**src/rtl/jc_pkg.sv**
```systemverilog
// rtl/jc_pkg.sv - shared types and helpers for the Johnson-counter phase decoder
//
// Purpose: FSM state encoding, the decoded-code record and the phase-count
// helper used by jc_code_decode and jc_phase_decoder.
// Ports: none (package).

package jc_pkg;

  // Widest phase index the decode record can carry (N up to 128).
  localparam int JC_IDX_MAX_W = 8;

  typedef enum logic [1:0] {
    SYNC   = 2'd0,
    LOCKED = 2'd1,
    FAULT  = 2'd2
  } jc_state_e;

  // legal: cnt matched one of the 2N Johnson codes; idx: which one.
  typedef struct packed {
    logic                    legal;
    logic [JC_IDX_MAX_W-1:0] idx;
  } jc_dec_t;

  // An N-bit Johnson counter walks through 2N distinct codes.
  function automatic int jc_phases(input int n);
    return 2 * n;
  endfunction

endpackage

```
**src/rtl/jc_code_decode.sv**
```systemverilog
// rtl/jc_code_decode.sv - combinational Johnson code to phase index decoder
//
// Purpose: compares cnt against every legal Johnson code and reports whether
// it is legal and, if so, its phase index. Illegal codes report idx = 0.
// Ports:
//   cnt  in  [0:N-1]  Johnson code, cnt[0] is the shift-in bit
//   dec  out jc_dec_t legal flag and phase index

module jc_code_decode
  import jc_pkg::*;
#(
  parameter int N = 4
) (
  input  logic [0:N-1] cnt,
  output jc_dec_t      dec
);

  // Code k: for k <= N the first k bits are ones (filling phase); for k > N
  // the first k-N bits are zeros (draining phase).
  function automatic logic [0:N-1] jc_code(input int k);
    logic [0:N-1] pat;
    for (int i = 0; i < N; i++) begin
      pat[i] = (k <= N) ? (i < k) : (i >= k - N);
    end
    return pat;
  endfunction

  always_comb begin
    dec = '0;
    for (int k = 0; k < jc_phases(N); k++) begin
      if (cnt == jc_code(k)) begin
        dec.legal = 1'b1;
        dec.idx   = JC_IDX_MAX_W'(k);
      end
    end
  end

endmodule

```
**src/rtl/jc_phase_decoder.sv**
```systemverilog
// rtl/jc_phase_decoder.sv - registered Johnson-counter phase decoder with lock and fault tracking
//
// Purpose: decodes the upstream Johnson counter into a phase index and a
// one-hot phase vector, locks after two legal samples joined by a legal step,
// latches a sticky error on any illegal code or step, and pulses cycle_tick on
// each 2N-1 -> 0 wrap. Optional macro JC_CYCLE_COUNT_EN adds the cycle_cnt
// revolution counter.
// Ports:
//   clk           in   clock, shared with the counter
//   rst           in   asynchronous active-high reset
//   cnt           in   [0:N-1] Johnson code, cnt[0] is the shift-in bit
//   err_clr       in   pulse that clears a fault (honoured only in FAULT)
//   phase_idx     out  decoded phase 0..2N-1
//   phase_onehot  out  one-hot phase, zero unless phase_valid
//   phase_valid   out  high while LOCKED
//   locked        out  high while LOCKED
//   err           out  sticky fault flag
//   cycle_tick    out  one-cycle pulse on the 2N-1 -> 0 wrap
//   cycle_cnt     out  [CYC_W-1:0] revolution count (JC_CYCLE_COUNT_EN only)

module jc_phase_decoder
  import jc_pkg::*;
#(
  parameter int N     = 4,
  parameter int CYC_W = 8
) (
  input  logic                           clk,
  input  logic                           rst,
  input  logic [0:N-1]                   cnt,
  input  logic                           err_clr,
  output logic [$clog2(jc_phases(N))-1:0] phase_idx,
  output logic [jc_phases(N)-1:0]        phase_onehot,
  output logic                           phase_valid,
  output logic                           locked,
  output logic                           err,
  output logic                           cycle_tick
`ifdef JC_CYCLE_COUNT_EN
  ,
  output logic [CYC_W-1:0]               cycle_cnt
`endif
);

  localparam int              PH   = jc_phases(N);
  localparam int              IDXW = $clog2(PH);
  localparam logic [IDXW-1:0] LAST = IDXW'(PH - 1);

  if (N < 2 || CYC_W < 1) begin : g_param_check
    $error("jc_phase_decoder: N must be >= 2 and CYC_W >= 1");
  end

  jc_state_e       state;
  logic [IDXW-1:0] prev_idx;
  logic            have_prev;   // a legal sample has been seen in SYNC

  jc_dec_t         dec;
  logic [IDXW-1:0] dec_idx;
  logic [IDXW-1:0] next_idx;
  logic            step_ok;
  logic            unused_dec_hi;

  jc_code_decode #(.N(N)) u_decode (
    .cnt (cnt),
    .dec (dec)
  );

  assign dec_idx       = dec.idx[IDXW-1:0];
  assign unused_dec_hi = ^dec.idx;

  // A hold is legal (the counter may sit in reset); otherwise only +1 mod 2N.
  assign next_idx = (prev_idx == LAST) ? '0 : prev_idx + 1'b1;
  assign step_ok  = (dec_idx == prev_idx) || (dec_idx == next_idx);

  function automatic logic [PH-1:0] onehot_of(input logic [IDXW-1:0] i);
    return PH'(1) << i;
  endfunction

  always_ff @(posedge clk or posedge rst) begin
    if (rst) begin
      state        <= SYNC;
      prev_idx     <= '0;
      have_prev    <= 1'b0;
      phase_idx    <= '0;
      phase_onehot <= '0;
      phase_valid  <= 1'b0;
      locked       <= 1'b0;
      err          <= 1'b0;
      cycle_tick   <= 1'b0;
`ifdef JC_CYCLE_COUNT_EN
      cycle_cnt    <= '0;
`endif
    end else begin
      cycle_tick <= 1'b0;
      case (state)
        SYNC: begin
          phase_valid  <= 1'b0;
          locked       <= 1'b0;
          phase_onehot <= '0;
          if (!dec.legal) begin
            have_prev <= 1'b0;
          end else begin
            prev_idx <= dec_idx;
            if (have_prev && step_ok) begin
              state        <= LOCKED;
              have_prev    <= 1'b0;
              phase_idx    <= dec_idx;
              phase_onehot <= onehot_of(dec_idx);
              phase_valid  <= 1'b1;
              locked       <= 1'b1;
            end else begin
              // A bad step restarts the pair with this sample as the first.
              have_prev <= 1'b1;
            end
          end
        end

        LOCKED: begin
          if (dec.legal && step_ok) begin
            prev_idx     <= dec_idx;
            phase_idx    <= dec_idx;
            phase_onehot <= onehot_of(dec_idx);
            // phase_idx is the last accepted phase, so a hold at 0 never ticks.
            if (phase_idx == LAST && dec_idx == '0) begin
              cycle_tick <= 1'b1;
`ifdef JC_CYCLE_COUNT_EN
              cycle_cnt  <= cycle_cnt + 1'b1;
`endif
            end
          end else begin
            // Fault wins over a simultaneous err_clr; phase_idx stays frozen.
            state        <= FAULT;
            err          <= 1'b1;
            phase_valid  <= 1'b0;
            locked       <= 1'b0;
            phase_onehot <= '0;
          end
        end

        FAULT: begin
          if (err_clr) begin
            state     <= SYNC;
            err       <= 1'b0;
            have_prev <= 1'b0;
          end
        end

        default: begin
          state        <= SYNC;
          have_prev    <= 1'b0;
          phase_valid  <= 1'b0;
          locked       <= 1'b0;
          phase_onehot <= '0;
        end
      endcase
    end
  end

endmodule

```
**config.mk**
```make
export PLATFORM = sky130hd
export DESIGN_NAME = jc_phase_decoder
export DESIGN_NICKNAME = d
export VERILOG_FILES = /design/src/rtl/jc_pkg.sv /design/src/rtl/jc_code_decode.sv /design/src/rtl/jc_phase_decoder.sv
export SDC_FILE = /design/constraint.sdc
export NUM_CORES = 1
export LEC_CHECK = 0
export ABC_AREA = 1
export BUFFER_PORTS_ARGS = -buffer_cell sky130_fd_sc_hd__buf_4
export CORE_ASPECT_RATIO = 1.25
export CORE_MARGIN = 5
export CORE_UTILIZATION = 45
export CTS_BUF_LIST = sky130_fd_sc_hd__clkbuf_8 sky130_fd_sc_hd__clkbuf_16
export CTS_CLUSTER_DIAMETER = 40
export CTS_CLUSTER_SIZE = 24
export DETAILED_ROUTE_END_ITERATION = 8
export PLACE_DENSITY = 0.66
export SKIP_CTS_REPAIR_TIMING = 1
export SYNTH_ARGS = -nofsm -noshare
export SYNTH_HDL_FRONTEND = slang
export SYNTH_SLANG_ARGS = --single-unit
```
**constraint.sdc**
```tcl
create_clock -name clk -period 1.9 [get_ports clk]
set_clock_uncertainty 0.1 [all_clocks]
set_input_delay 0.38 -clock clk [delete_from_list [all_inputs] [get_ports clk]]
set_output_delay 0.38 -clock clk [all_outputs]
set_load 0.03 [all_outputs]
```
==> impl_metrics.env <==
export IMPL_outcome="complete, but fails checks"
export IMPL_violations="setup timing"
export IMPL_yosys_area_share_simple_pct=46.9
export IMPL_synth_nets=178
export IMPL_drv_slew=0
export IMPL_fin_crit_ns=1.91
export IMPL_intPower_mw=1.27
export IMPL_clk_pin_slew_worst_paths_ns=0.08
export IMPL_placed_cells=233
export IMPL_slowest_stage="dfrtp_1"
export IMPL_synth_area_top_cells="dfrtp_1 40%, nand2_1 15%, nand4_1 7.5%, inv_1 6.0%, nand3_1 6.0%"
export IMPL_cp_arrival_ns=2.02
export IMPL_synthCells=169
export IMPL_grt_first_pass_wirelength_um=4830
export IMPL_final_cells=239
export IMPL_insertion_delay_ns=0.26
export IMPL_vias_per_cell=5.01
export IMPL_rrSetupSlack_ns=-0.01
export IMPL_antenna_cells=0
export IMPL_finalWirelength_um=2980
export IMPL_setup_viol=3
export IMPL_grt_max_degree=21
export IMPL_ys_seq_area_share_pct=40.0
export IMPL_rows=21
export IMPL_p_sw_mw=0.969
export IMPL_die_height_um=68.9
export IMPL_clkSinkCount=20
export IMPL_fmax_mhz=523
export IMPL_wl_met1_um=1220
export IMPL_synth_cell_types=22
export IMPL_synthToLayoutAreaGrowth_pct=33.1
export IMPL_ioPinCount=22
export IMPL_num_vias=1197
export IMPL_gp_congestion=0.926
export IMPL_synth_mux_area_share_pct=0
export IMPL_crit_chain="ha_2, ha_4, inv_2, nand2_1, nand2_1, nor2_2, nand3_2, nand2_4, nand3_4, nand2_4, nand2_1, nand2_1"
export IMPL_synth_compound_area_share_pct=2.90
export IMPL_drcViolationCount=0
export IMPL_die_area_um2=3940
export IMPL_slew_headroom_pct=51.1
export IMPL_preCtsSetupSlack_ns=-0.0430
export IMPL_antenna_found_initial=0
export IMPL_wl_met2_um=1610
export IMPL_synth_top_family_by_area="simple AND/OR/NAND/NOR gates"
export IMPL_setup_ws_ns=-0.0124
export IMPL_r2r_start="prev_idx[0]"
export IMPL_wl_met3_um=110
export IMPL_dr_max_layer_used="met4"
export IMPL_synth_top_cell_by_area="dfrtp_1"
export IMPL_powerDensity_nw_per_um2=1340
export IMPL_synth_cell_area_um2=1250
export IMPL_synthAdderAreaFrac_pct=2.00
export IMPL_htree_levels=1
export IMPL_drtIter0Drc=45
export IMPL_startpoint_type="flip-flop"
export IMPL_grtUsageTotal_pct=15.9
export IMPL_worstReg2RegEnd="phase_onehot[6]"
export IMPL_hold_path_class="input pin to async pin"
export IMPL_core_area_um2=2680
export IMPL_start_util_pct=46.6
export IMPL_wire_per_inst_um=12.5
export IMPL_grt_pass1_vias=1138
export IMPL_ys_ff_latch=20
export IMPL_drv_cap=0
export IMPL_io_buffers=21
export IMPL_swShare_pct=43.4
export IMPL_synth_top_cell_area_share_pct=40.0
export IMPL_fillerInstances=257
export IMPL_power_leakage_nw=0.906
export IMPL_critPathMostFrequentCell="nand2_1"
export IMPL_tns_ns=-0.0257
export IMPL_clkPwrFrac_pct=19.4
export IMPL_cts_root_buffer="clkbuf_8"
export IMPL_cts_tree="yes"
export IMPL_pwr_share_comb_pct=51.5
export IMPL_finalHoldViolCount=0
export IMPL_first_pass_iters=4
export IMPL_yosys_warnings=0
export IMPL_min_period_over_period_pct=101
export IMPL_path_delay_family="simple AND/OR/NAND/NOR gates"
export IMPL_drive_above_1_share_pct=33.2
export IMPL_peakVddDrop_mv=0.796
export IMPL_critPathMaxFanout=6
export IMPL_gr_total_overflow=0
export IMPL_worstSetupPathType="flip-flop to flip-flop"
export IMPL_cp_data_required_time_ns=2.00
export IMPL_worst_setup_path_end_kind="flip-flop"
export IMPL_rsz0062_at_grt="yes"
export IMPL_cts_max_path_buffers=2
export IMPL_ant_nets=0
export IMPL_die_width_um=57.1
export IMPL_power_frac_seq_pct=29.1
export IMPL_cts_buffers=3
export IMPL_crit_buf_inv=1
export IMPL_synth_xor_area_share_pct=0
export IMPL_layout_nets=215
export IMPL_worstMarginPinSlew_ns=0.731
export IMPL_dp_hpwl_um=2230
export IMPL_reg2reg_depth=12
export IMPL_synth_avg_cell_area_um2=7.40
export IMPL_max_stage_delay_ns=0.43
-- Yosys cell counts --
cell type  count
a31oi_1        1
nor3_1         1
ha_1           2
nand3_4        1
buf_1          1
nor2_2         4
nor2_1        16
nand2_4        4
nand3_1       15
nand3_2        3
or2_2          1
nand4_1       15
nand2_1       51
inv_2          1
dfrtp_1       20
inv_1         20
buf_4          1
nand4_2        1
nand2_2        4
o21ai_0        2
buf_6          1
o21ai_1        4
-- worst register-to-register path: stages, from the launching register on --
cell and delay (ns):
dfrtp_1 0.43, ha_2 0.20, ha_4 0.27, inv_2 0.03, nand2_1 0.05, nand2_1 0.06, nor2_2 0.10, nand3_2 0.09
nand2_4 0.15, nand3_4 0.13, nand2_4 0.13, nand2_1 0.07, nand2_1 0.05
-- registers in the layout, indices dropped and copies added (netlist names) --
signal / cells
locked: 1
state: 2
phase_onehot: 8
prev_idx: 3
cycle_tick: 1
phase_idx: 3
err: 1
have_prev: 1
-- worst max-delay path by stage --
| stage | from | to | slack, ns | cells after the start |
|---|---|---|---|---|
| 2_1_floorplan | prev_idx[0] | prev_idx[0] | 0.16 | 11 |
| 3_5_place_dp | prev_idx[0] | prev_idx[2] | -0.04 | 12 |
| 5_1_grt | prev_idx[0] | phase_onehot[6] | -0.11 | 12 |
| 4_1_cts | prev_idx[0] | prev_idx[2] | -0.07 | 12 |
| 6_report | prev_idx[0] | phase_onehot[6] | -0.01 | 12 |
| 3_3_place_gp | prev_idx[0] | prev_idx[2] | 0.01 | 11 |
-- area by class of cell --
| class | count | area (um2) | area share, % |
|---|---|---|---|
| Inverter | 21 | 78.8 | 4.74 |
| Tap cell | 34 | 42.5 | 2.56 |
| Multi-Input combinational cell | 126 | 712 | 42.8 |
| Clock buffer | 3 | 41.3 | 2.48 |
| Sequential cell | 20 | 500 | 30.1 |
| Timing Repair Buffer | 34 | 259 | 15.6 |
| Clock inverter | 1 | 30.0 | 1.80 |
-- kinds of logic after synthesis --
kind of cell,count (synthesis)
buffers and inverters,24
DFF,20
and+or+nand+nor,116
adders and majority gates,2
AOI/OAI and AO/OA,7
-- per-stage QoR --
stage,instance area [um2],total power [mW],util [%],hold WS [ns]
after global placement,1520,1.66,56.6,0.326
after detailed placement,1520,1.68,56.6,0.334
after CTS,1590,2.13,59.3,0.0390
final,1660,2.24,62.1,0.0337
after floorplan,1250,1.36,-,0.244
after global routing,1660,2.39,62.1,0.0709
-- placed cells by master, fill, tap and decap left out, types with 4 or more instances in the layout --
| cell | instances |
|---|---|
| nand2_1 | 45 |
| buf_4 | 33 |
| dfrtp_1 | 20 |
| inv_1 | 19 |
| nor2_1 | 16 |
| nand4_1 | 15 |
| nand3_1 | 14 |
| nand2_2 | 10 |
| nor2_2 | 4 |
| nand3_2 | 4 |
| o21ai_1 | 4 |
-- layer usage --
metal,track usage [%],vias up
met3,2.23,6
met2,29.3,27
met4,7.54,0
met5,0,-
met1,18.2,543
li1,-,621
-- power groups by stage --
stage	clock network, mW	registers (mW)	logic (mW)
after floorplan	0	0.714	0.648
after global placement	0	0.648	1.01
after detailed placement	0	0.653	1.03
after CTS	0.446	0.645	1.04
after global routing	0.458	0.669	1.26
final	0.433	0.651	1.15
Power figures use the tool's default switching activity.
